## src/rtl/mmio_input_port_if.sv

```systemverilog
// Core-side read bus for the memory-mapped input port.
interface mmio_input_port_if;
    logic [31:0] addr;
    logic        rd_en;
    logic        hit;
    logic [31:0] rd_data;
    logic        irq;

    modport master (output addr, output rd_en, input hit, input rd_data, input irq);
    modport slave  (input addr, input rd_en, output hit, output rd_data, output irq);
endinterface

```

## src/rtl/mmio_input_port.sv

```systemverilog
// Memory-mapped input responder: synchronises and debounces switches/buttons,
// latches button press events and serves word reads from a 16-byte window.
module mmio_input_port #(
    parameter int unsigned N_SW       = 8,
    parameter int unsigned N_BTN      = 4,
    parameter int unsigned SAMPLE_DIV = 250000,
    parameter logic [31:0] BASE_ADDR  = 32'h0000_0100
) (
    input  logic             clk,
    input  logic             reset,
    input  logic [N_SW-1:0]  sw_raw,
    input  logic [N_BTN-1:0] btn_raw,
    mmio_input_port_if.slave bus
);

    localparam int unsigned N_IN   = N_SW + N_BTN;
    localparam int unsigned PRE_W  = (SAMPLE_DIV > 1) ? $clog2(SAMPLE_DIV) : 1;
    localparam int unsigned CNT_W  = 8;
    localparam int unsigned RISE_W = 4;
    localparam logic [PRE_W-1:0] PRE_LAST = PRE_W'(SAMPLE_DIV - 1);

    logic [N_IN-1:0]  sync1_q, sync1_d, sync2_q, sync2_d;
    logic [N_IN-1:0]  sh0_q, sh0_d, sh1_q, sh1_d, sh2_q, sh2_d;
    logic [N_IN-1:0]  db_q, db_d;
    logic [PRE_W-1:0] pre_q, pre_d;
    logic [N_BTN-1:0] evt_q, evt_d;
    logic [CNT_W-1:0] cnt_q, cnt_d;
    logic             irq_q, irq_d;

    logic              sample_tick;
    logic [N_BTN-1:0]  btn_rise;
    logic [RISE_W-1:0] rise_cnt;
    logic [CNT_W-1:0]  cnt_base;
    logic [CNT_W:0]    cnt_sum;
    logic              rd_hit;
    logic [1:0]        offset;
    logic              unused_addr_bits;

    assign offset           = bus.addr[3:2];
    assign bus.hit          = (bus.addr[31:4] == BASE_ADDR[31:4]);
    assign rd_hit           = bus.rd_en & bus.hit;
    assign bus.irq          = irq_q;
    assign unused_addr_bits = ^bus.addr[1:0];

    // Synchroniser, prescaler, debounce shifters and event/counter next-state.
    always_comb begin
        sync1_d     = {btn_raw, sw_raw};
        sync2_d     = sync1_q;
        sample_tick = (pre_q == PRE_LAST);
        pre_d       = sample_tick ? '0 : pre_q + PRE_W'(1);
        sh0_d       = sh0_q;
        sh1_d       = sh1_q;
        sh2_d       = sh2_q;
        db_d        = db_q;
        if (sample_tick) begin
            sh0_d = sync2_q;
            sh1_d = sh0_q;
            sh2_d = sh1_q;
            // all-ones sets, all-zeros clears, anything mixed holds
            db_d  = (sh0_q & sh1_q & sh2_q) | (db_q & (sh0_q | sh1_q | sh2_q));
        end

        btn_rise = db_d[N_IN-1:N_SW] & ~db_q[N_IN-1:N_SW];
        rise_cnt = '0;
        for (int unsigned i = 0; i < N_BTN; i++) begin
            rise_cnt = rise_cnt + RISE_W'(btn_rise[i]);
        end

        // clear-on-read takes effect first so a same-cycle press still lands
        evt_d    = ((rd_hit && offset == 2'd2) ? '0 : evt_q) | btn_rise;
        cnt_base = (rd_hit && offset == 2'd3) ? '0 : cnt_q;
        cnt_sum  = (CNT_W+1)'(cnt_base) + (CNT_W+1)'(rise_cnt);
        cnt_d    = cnt_sum[CNT_W] ? {CNT_W{1'b1}} : cnt_sum[CNT_W-1:0];
        irq_d    = |evt_d;
    end

    // Read data mux; zero outside the window.
    always_comb begin
        bus.rd_data = '0;
        if (bus.hit) begin
            case (offset)
                2'd0:    bus.rd_data = 32'(db_q[N_SW-1:0]);
                2'd1:    bus.rd_data = 32'(db_q[N_IN-1:N_SW]);
                2'd2:    bus.rd_data = 32'(evt_q);
                default: bus.rd_data = 32'(cnt_q);
            endcase
        end
    end

    // State registers.
    always_ff @(posedge clk or posedge reset) begin
        if (reset) begin
            sync1_q <= '0;
            sync2_q <= '0;
            sh0_q   <= '0;
            sh1_q   <= '0;
            sh2_q   <= '0;
            db_q    <= '0;
            pre_q   <= '0;
            evt_q   <= '0;
            cnt_q   <= '0;
            irq_q   <= 1'b0;
        end else begin
            sync1_q <= sync1_d;
            sync2_q <= sync2_d;
            sh0_q   <= sh0_d;
            sh1_q   <= sh1_d;
            sh2_q   <= sh2_d;
            db_q    <= db_d;
            pre_q   <= pre_d;
            evt_q   <= evt_d;
            cnt_q   <= cnt_d;
            irq_q   <= irq_d;
        end
    end

endmodule

```

## src/flat_wrapper.sv

```systemverilog
// flat-port wrapper written by rule: the top's interface ports become plain ports
module mmio_input_port_flat 
#(
    parameter int unsigned N_SW       = 8,
    parameter int unsigned N_BTN      = 4,
    parameter int unsigned SAMPLE_DIV = 250000,
    parameter logic [31:0] BASE_ADDR  = 32'h0000_0100
)
  (clk, reset, sw_raw, btn_raw, bus_addr, bus_rd_en, bus_hit, bus_rd_data, bus_irq);
  mmio_input_port_if bus_i ();
  input  logic clk;
  input  logic reset;
  input  logic [N_SW-1:0] sw_raw;
  input  logic [N_BTN-1:0] btn_raw;
  input wire logic [$bits(bus_i.addr)-1:0] bus_addr;
  input wire logic [$bits(bus_i.rd_en)-1:0] bus_rd_en;
  output wire logic [$bits(bus_i.hit)-1:0] bus_hit;
  output wire logic [$bits(bus_i.rd_data)-1:0] bus_rd_data;
  output wire logic [$bits(bus_i.irq)-1:0] bus_irq;
  assign bus_i.addr = bus_addr;
  assign bus_i.rd_en = bus_rd_en;
  assign bus_hit = bus_i.hit;
  assign bus_rd_data = bus_i.rd_data;
  assign bus_irq = bus_i.irq;
  mmio_input_port #(.N_SW(N_SW), .N_BTN(N_BTN), .SAMPLE_DIV(SAMPLE_DIV), .BASE_ADDR(BASE_ADDR)) u_core (.clk(clk), .reset(reset), .sw_raw(sw_raw), .btn_raw(btn_raw), .bus(bus_i));
endmodule
```

## config.mk

```make
export PLATFORM = sky130hd
export DESIGN_NAME = mmio_input_port_flat
export DESIGN_NICKNAME = d
export VERILOG_FILES = /design/src/rtl/mmio_input_port_if.sv /design/src/rtl/mmio_input_port.sv /design/src/flat_wrapper.sv
export SDC_FILE = /design/constraint.sdc
export NUM_CORES = 1
export LEC_CHECK = 0
export BUFFER_PORTS_ARGS = -buffer_cell sky130_fd_sc_hd__buf_4
export CORE_MARGIN = 1.5
export CORE_UTILIZATION = 35
export CTS_BUF_LIST = sky130_fd_sc_hd__clkbuf_16
export DETAILED_ROUTE_END_ITERATION = 12
export PLACE_DENSITY_LB_ADDON = 0.05
export SKIP_LAST_GASP = 1
export SYNTH_ARGS = -nofsm -noshare
export SYNTH_HDL_FRONTEND = slang
export SYNTH_SLANG_ARGS = --single-unit
```

## constraint.sdc

```tcl
create_clock -name clk -period 5 [get_ports clk]
set_input_delay 0.75 -clock clk [delete_from_list [all_inputs] [get_ports clk]]
set_output_delay 0.75 -clock clk [all_outputs]
set_load 0.05 [all_outputs]
```

==> results of run 1 <==
metal layers:
metal | track usage | routed length (um) | part of all wire | vias to the layer above
met4 | 0.0693 | 186 | 0.019 | 0
met3 | 0.0340 | 485 | 0.050 | 16
met5 | 0 | 0 | 0 | -
met1 | 0.195 | 4560 | 0.47 | 1554
li1 | - | - | - | 1480
met2 | 0.238 | 4460 | 0.46 | 80
worst max-delay path, delay by kind of cell, from the launching register on:
kind	cells	cell delay, ns
AO/OA/AOI/OAI	2	0.50
adder cells (fa/ha/maj)	4	1.44
flip-flops	1	0.43
AND/OR/NAND/NOR	6	1.52
cells in the mapped netlist, drive strengths merged (3+ instances only):
cell type,n
mux2,33
o21ai,11
nand3,16
nor3,10
a41oi,5
o211ai,4
nand2,22
o41ai,7
buf,33
o22ai,5
mux2i,3
or2,4
and4,4
and2,3
a22oi,4
nand4,5
nand4b,4
dfrtp,103
nor2b,8
mux4,4
a211oi,7
xnor2,5
ha,6
nor2,25
xor2,8
a21oi,5
nor4,7
inv,8
nor4b,3
and3,4
through the flow:
stage                     setup WS, ns  utilization  hold WS (ns)  power [mW]
after detailed placement         0.971        0.393         0.337       0.955
after CTS                        0.957        0.414         0.354        1.62
after global routing             0.659        0.414         0.361        1.66
final                             1.02        0.414         0.350        1.58
after global placement            1.01        0.393         0.332       0.954
after floorplan                   1.46            -         0.331       0.934
registers in the layout, summed over array words and instances, names as in the netlist:
name	cells
u_core.bus.irq	1
u_core.cnt_q	8
u_core.db_q	12
u_core.evt_q	4
u_core.pre_q	18
u_core.sh0_q	12
u_core.sh1_q	12
u_core.sh2_q	12
u_core.sync1_q	12
u_core.sync2_q	12
power by group through the flow:
| stage | registers, mW | clock network (mW) | logic (mW) |
|---|---|---|---|
| final | 0.845 | 0.646 | 0.0916 |
| after global placement | 0.861 | 0 | 0.0933 |
| after CTS | 0.845 | 0.677 | 0.0938 |
| after floorplan | 0.860 | 0 | 0.0734 |
| after detailed placement | 0.862 | 0 | 0.0936 |
| after global routing | 0.846 | 0.711 | 0.0999 |
worst paths after layout:
| kind | endpoint | start | cells after the start |
|---|---|---|---|
| max in group asynchronous | u_core.sh0_q[3]$_DFFE_PP0N_ | reset | 3 |
| min in group asynchronous | u_core.pre_q[7]$_DFF_PP0_ | reset | 2 |
| max reg2reg | u_core.cnt_q[6]$_DFF_PP0_ | u_core.pre_q[11]$_DFF_PP0_ | 12 |
| max | u_core.cnt_q[6]$_DFF_PP0_ | u_core.pre_q[11]$_DFF_PP0_ | 12 |
| min | u_core.sync2_q[7]$_DFF_PP0_ | u_core.sync1_q[7]$_DFF_PP0_ | 0 |
| min reg2reg | u_core.sync2_q[7]$_DFF_PP0_ | u_core.sync1_q[7]$_DFF_PP0_ | 0 |
area by class of cell:
cell class | count | area, sq um
Tap cell | 176 | 220
Timing Repair Buffer | 56 | 420
Sequential cell | 103 | 2580
Clock inverter | 7 | 46.3
Multi-Input combinational cell | 264 | 1960
Fill cell | 1267 | 7760
Clock buffer | 9 | 225
Inverter | 8 | 32.5
logic make-up (layout without fill, tap and decap cells):
group	after synthesis	in the layout	synth area share
AO/OA/AOI/OAI	56	56	0.0828
XOR/XNOR	13	13	0.0241
adder cells (fa/ha/maj)	8	8	0.0243
buffers and inverters	43	80	0.0600
flip-flops	103	103	0.545
multiplexers	40	40	0.117
other	1	24	0.000792
AND/OR/NAND/NOR	123	123	0.147
==> impl_metrics.csv, run 1 <==
group,metric,value,unit
status,outcome,"complete, no violations",
cts,cts_tree,"yes",
drt,ant_nets,0,
synthesis,syn_area_per_cell,12.2,sq um
pwr,switchingPower,376,uW
pwr,swShare,0.237,
sta,post-route-period-util,0.795,
drt,vias,3130,
pwr,clkPwrFrac,0.408,
sta,tns,0,ns
sta,finalMaxSlewViolations,0,
synthesis,synth_area_leaders,"dfrtp_1 (54%), mux2_4 (5.1%), buf_4 (4.0%)",
final_layout,layout-drive-gt1-share,0.244,
synthesis,syn_area,0.00473,sq mm
final_layout,syn_to_final_growth,15.8,%
setup_path,endpoint_kind,"flop",
synthesis,seq_area_frac_synth,0.545,
global_route,track_usage,0.150,
die,rows,42,
die,start_util,0.357,
synthesis,synth_area_leader_cell,"dfrtp_1",
pwr,peakVddDrop,0.202,mV
setup_path,crit_type,"reg2reg",
run,cap_violations,0,
cts,cts_sinks,103,
pwr,p_int,1.21,mW
setup_path,cp_slowest_stage_delay,0.57,ns
pwr,p_per_area,289,mW/mm^2
global_route,grt_pass1_vias,3238,
cts,worstSkewPairLatency,0.35,ns
drt,initialDrtViolationCount,181,
cts,cts-resized-gates,0,
sta,final-hold-violation-count,0,
final_layout,stdcell_area,0.00548,sq mm
global_route,grt_pass1_wl,16.5,mm
global_route,grt_antenna_before_repair,0,
synthesis,async_flop_share,1.00,
placement,portBuffers,54,
setup_path,start_kind,"flop",
global_route,overflow,0,
synthesis,yosysTopAreaCellShare,0.545,
final_layout,layoutNonFillerInstCount,623,
die,die-area,0.0142,sq mm
drt,first_pass_iters,4,
pwr,pwr-share-comb,0.058,
placement,place_area,0.00521,sq mm
die,core,0.0132,sq mm
pwr,pwr-share-seq,0.534,
sta,fin_skew,0.00895,ns
synthesis,syn_inst,387,
sta,max_slew_margin,0.452,
cts,holdBufCountCts,0,
setup_path,slowest_stage,"and4_1",
sta,tightest_slew,0.819,ns
cts,clk_pin_slew_worst_paths,0.06,ns
sta,fmax,252,MHz
placement,hpwl,6.58,mm
setup_path,cp_cell_sequence,"nor4b_2 > and4_1 > nand2_4 > nor2_1 > ha_1 > fa_1 > ha_1 > fa_1 > a21oi_1 > nor2_1 > and4b_1 > a211oi_1",
cts,numCtsBuffers,9,
setup_path,cp_max_fo,10,
sta,setup_viol,0,
final_layout,antenna_cells,0,
setup_path,cp_data_required_time,5.25,ns
final_layout,nNetsFinal,497,
sta,min_period,3.98,ns
synthesis,ys_ff_latch,103,
drt,viasPerCell,5.02,
drt,drc_errors,0,
final_layout,mostFrequentLayoutCells,"dfrtp_1 (103), buf_4 (56), nor2_1 (24), conb_1 (24), nand2_1 (21)",
synthesis,ys_types,54,
global_route,grt_max_degree,59,
drt,wire_per_inst,15.6,um
drt,routed_wirelength,9.69,mm
cts,clock_path_buffers,2,
cts,ctsRootBufferMaster,"clkbuf_16",
die,fp.dieW,119,um
setup_path,critPathArrivalTime,4.23,ns
die,die_y,119,um
synthesis,synth_flop_cell,"dfrtp_1",
final_layout,final_common_cell,"dfrtp_1",
setup_path,rrSetupSlack,1.02,ns
cts,cts_setup_buffers,0,
worst_hold_path,hp-class,"reg2reg",
synthesis,synth_edf_count,0,
placement,globalplace.congestion,0.734,
die,pin_count,81,
placement,place_inst,607,
sta,rsz0062_at_grt,"no",
cts,h-tree-depth,3,
pwr,p_leak,2.60,nW
synthesis,ys.warnings.count,0,
No activity file was read; power rests on OpenSTA's default activity.
==> run 2: changes to the inputs <==
Settings changed: ABC_AREA set to 1.
Clock period 5 ns to 3.74 ns, I/O delays scaled along.
==> impl_metrics.csv, run 2 <==
group,metric,value,unit
drt,ant_nets,0,
final_layout,fin_util,0.435,
synthesis,syn_area,0.00479,sq mm
placement,place_inst,780,
global_route,grt_pass1_vias,3374,
final_layout,multiInputGateArea,0.00186,sq mm
setup_path,cp_cell_sequence,"ha_2 > nand3_2 > inv_2 > nand3b_4 > nor2_4 > nand2_2 > nor4_4 > ha_1 > fa_2 > ha_2 > fa_2 > nand2_2 > inv_1 > nor2_1 > inv_1 > nand3_2 > nor2_4 > nand2_4 > nand3_1",
sta,min_period,3.53,ns
setup_path,crit_type,"reg2reg",
pwr,p_per_area,387,mW/mm^2
drt,met1_length,4.78,mm
synthesis,syn_area_per_cell,8.69,sq um
drt,routed_wirelength,9.76,mm
setup_path,cp_slowest_stage_delay,0.47,ns
cts,ctsRootBufferMaster,"clkbuf_16",
placement,globalplace.congestion,0.790,
cts,holdBufCountCts,0,
die,core,0.0133,sq mm
cts,cts_tree,"yes",
setup_path,reg2reg_depth,19,
global_route,track_usage,0.145,
synthesis,synth_common_cells,"nand2_1 (121), dfrtp_1 (103), inv_1 (75)",
run,cap_violations,0,
synthesis,synth_edf_count,0,
setup_path,start_kind,"flop",
setup_path,timing.rr.start,"u_core.pre_q[0]$_DFF_PP0_",
die,die_y,120,um
sta,final-hold-violation-count,0,
placement,portBuffers,54,
drt,viasPerCell,4.52,
synthesis,synth_area_leaders,"dfrtp_1 (54%), nand2_1 (9.5%), inv_1 (5.9%)",
global_route,grt_max_degree,55,
final_layout,nNetsFinal,672,
cts,clock_path_buffers,2,
final_layout,syn_to_final_growth,20.8,%
final_layout,final_common_cell,"nand2_1",
die,fp.dieW,120,um
final_layout,largest_register_ffs,18,
sta,fin_ws,0.210,ns
cts,h-tree-depth,3,
synthesis,yosysTopAreaCellShare,0.538,
pwr,peakVddDrop,0.261,mV
final_layout,mostFrequentLayoutCells,"nand2_1 (119), dfrtp_1 (103), inv_1 (73), buf_4 (66), nor2_1 (50)",
sta,max_slew_margin,0.564,
status,outcome,"complete, no violations",
synthesis,yosys.cell_count.top_type,"nand2_1",
sta,post-route-period-util,0.944,
pwr,p_leak,2.87,nW
setup_path,cp-startpoint,"u_core.pre_q[0]$_DFF_PP0_",
die,rows,42,
drt,first_pass_iters,4,
global_route,overflow,0,
final_layout,layoutNonFillerInstCount,798,
synthesis,ys.warnings.count,0,
drt,drc_errors,0,
drt,wl_met2,4.31,mm
sta,tightest_slew,0.653,ns
sta,fin_skew,0.00628,ns
setup_path,cp_data_required_time,3.97,ns
setup_path,cp_max_fo,8,
drt,top_layer,"met4",
drt,initialDrtViolationCount,172,
placement,post-place-ws,0.0696,ns
sta,fmax,283,MHz
pwr,total_power,2.24,mW
final_layout,antenna_cells,0,
die,pin_count,81,
synthesis,synth_flop_cell,"dfrtp_1",
setup_path,endpoint_kind,"flop",
placement,place_area,0.00536,sq mm
final_layout,regArea,0.00258,sq mm
synthesis,ys_types,37,
final_layout,num-fill-cells,1314,
sta,tns,0,ns
sta,fin_worst_hold_slack,0.302,ns
global_route,grt_antenna_before_repair,0,
die,die-area,0.0144,sq mm
drt,wire_per_inst,12.2,um
cts,worstSkewPairLatency,0.35,ns
final_layout,stdcell_area,0.00578,sq mm
cts,clk_pin_slew_worst_paths,0.07,ns
setup_path,critPathArrivalTime,3.76,ns
worst_hold_path,hp-class,"in2async",
drt,dr_wl_met3,487,um
final_layout,layout-drive-gt1-share,0.188,
setup_path,slowest_stage,"fa_2",
synthesis,ys_ff_latch,103,
cts,cts_sinks,103,
sta,finalMaxSlewViolations,0,
cts,numCtsBuffers,9,
die,start_util,0.360,
synthesis,synth_area_leader_cell,"dfrtp_1",
synthesis,seq_area_frac_synth,0.538,
global_route,grt_pass1_wl,16.3,mm
placement,hpwl,6.99,mm
drt,vias,3608,
synthesis,syn_inst,551,
synthesis,async_flop_share,1.00,
final_layout,max_flop_register,"u_core.pre_q",
sta,setup_viol,0,
==> run 2: cell types whose count changed after synthesis, moves of 7 or more <==
cell,previous run,this run
a21oi_1,5,14
o41ai_1,7,0
o21ai_0,10,47
nor2b_1,8,0
a211oi_1,7,0
mux2_4,16,0
mux2_2,9,0
nor3_1,9,18
inv_1,8,75
nor2_1,24,51
nand2_1,21,121
mux2_1,8,0
==> run 2: cells by family (layout without fill, tap and decap cells) <==
group / after synthesis / in the layout / synth area share
and+or+nand+nor: 240 / 240 / 0.226
buffers and inverters: 113 / 161 / 0.111
DFF: 103 / 103 / 0.538
AOI/OAI and AO/OA: 80 / 80 / 0.0897
adders and majority gates: 8 / 8 / 0.0240
xor gates and xnor gates: 6 / 6 / 0.0110
other: 1 / 24 / 0.000783
==> run 2: critical path, delay by kind of cell, from the launching register on <==
kind | cells | cell delay [ns]
simple gates | 11 | 1.26
flops | 1 | 0.37
buf+inv | 3 | 0.20
fa+ha+maj | 5 | 1.56
==> run 2: power breakdown <==
group	switching (mW)	total (mW)	internal, mW
Combinational	0.0906	0.127	0.0361
Clock	0.450	0.984	0.534
Sequential	0.00327	1.13	1.13
==> run 2: layer usage <==
layer  GRT usage  up-vias
met3      0.0299       13
met1       0.196     1662
met2       0.223       93
li1            -     1840
met4      0.0640        0
met5           0        -
==> run 2: what timing repair did <==
action | CTS | global route
setup endpoints to repair | 0 | 8
buffers inserted | 0 | 2
resized for setup | 0 | 20
endpoints found under the hold margin | 0 | 0
==> run 2: area by class of cell <==
| cell class | instances | share of cell area |
|---|---|---|
| timing repair buffer | 67 | 0.0892 |
| tap | 176 | 0.0381 |
| clock inverter | 7 | 0.0145 |
| multi-input combinational | 358 | 0.322 |
| clock buffer | 9 | 0.0390 |
| inverter | 78 | 0.0511 |
| sequential | 103 | 0.446 |
==> run 2: worst paths after layout <==
kind | end | slack (ns)
setup / recovery | u_core.cnt_q[6]$_DFF_PP0_ | 0.21
setup reg to reg | u_core.cnt_q[6]$_DFF_PP0_ | 0.21
hold / removal | u_core.sync1_q[4]$_DFF_PP0_ | 0.30
hold reg to reg | u_core.sync2_q[5]$_DFF_PP0_ | 0.35
min in group clk | u_core.sync1_q[0]$_DFF_PP0_ | 0.32
max in group asynchronous | u_core.sync2_q[8]$_DFF_PP0_ | 2.74
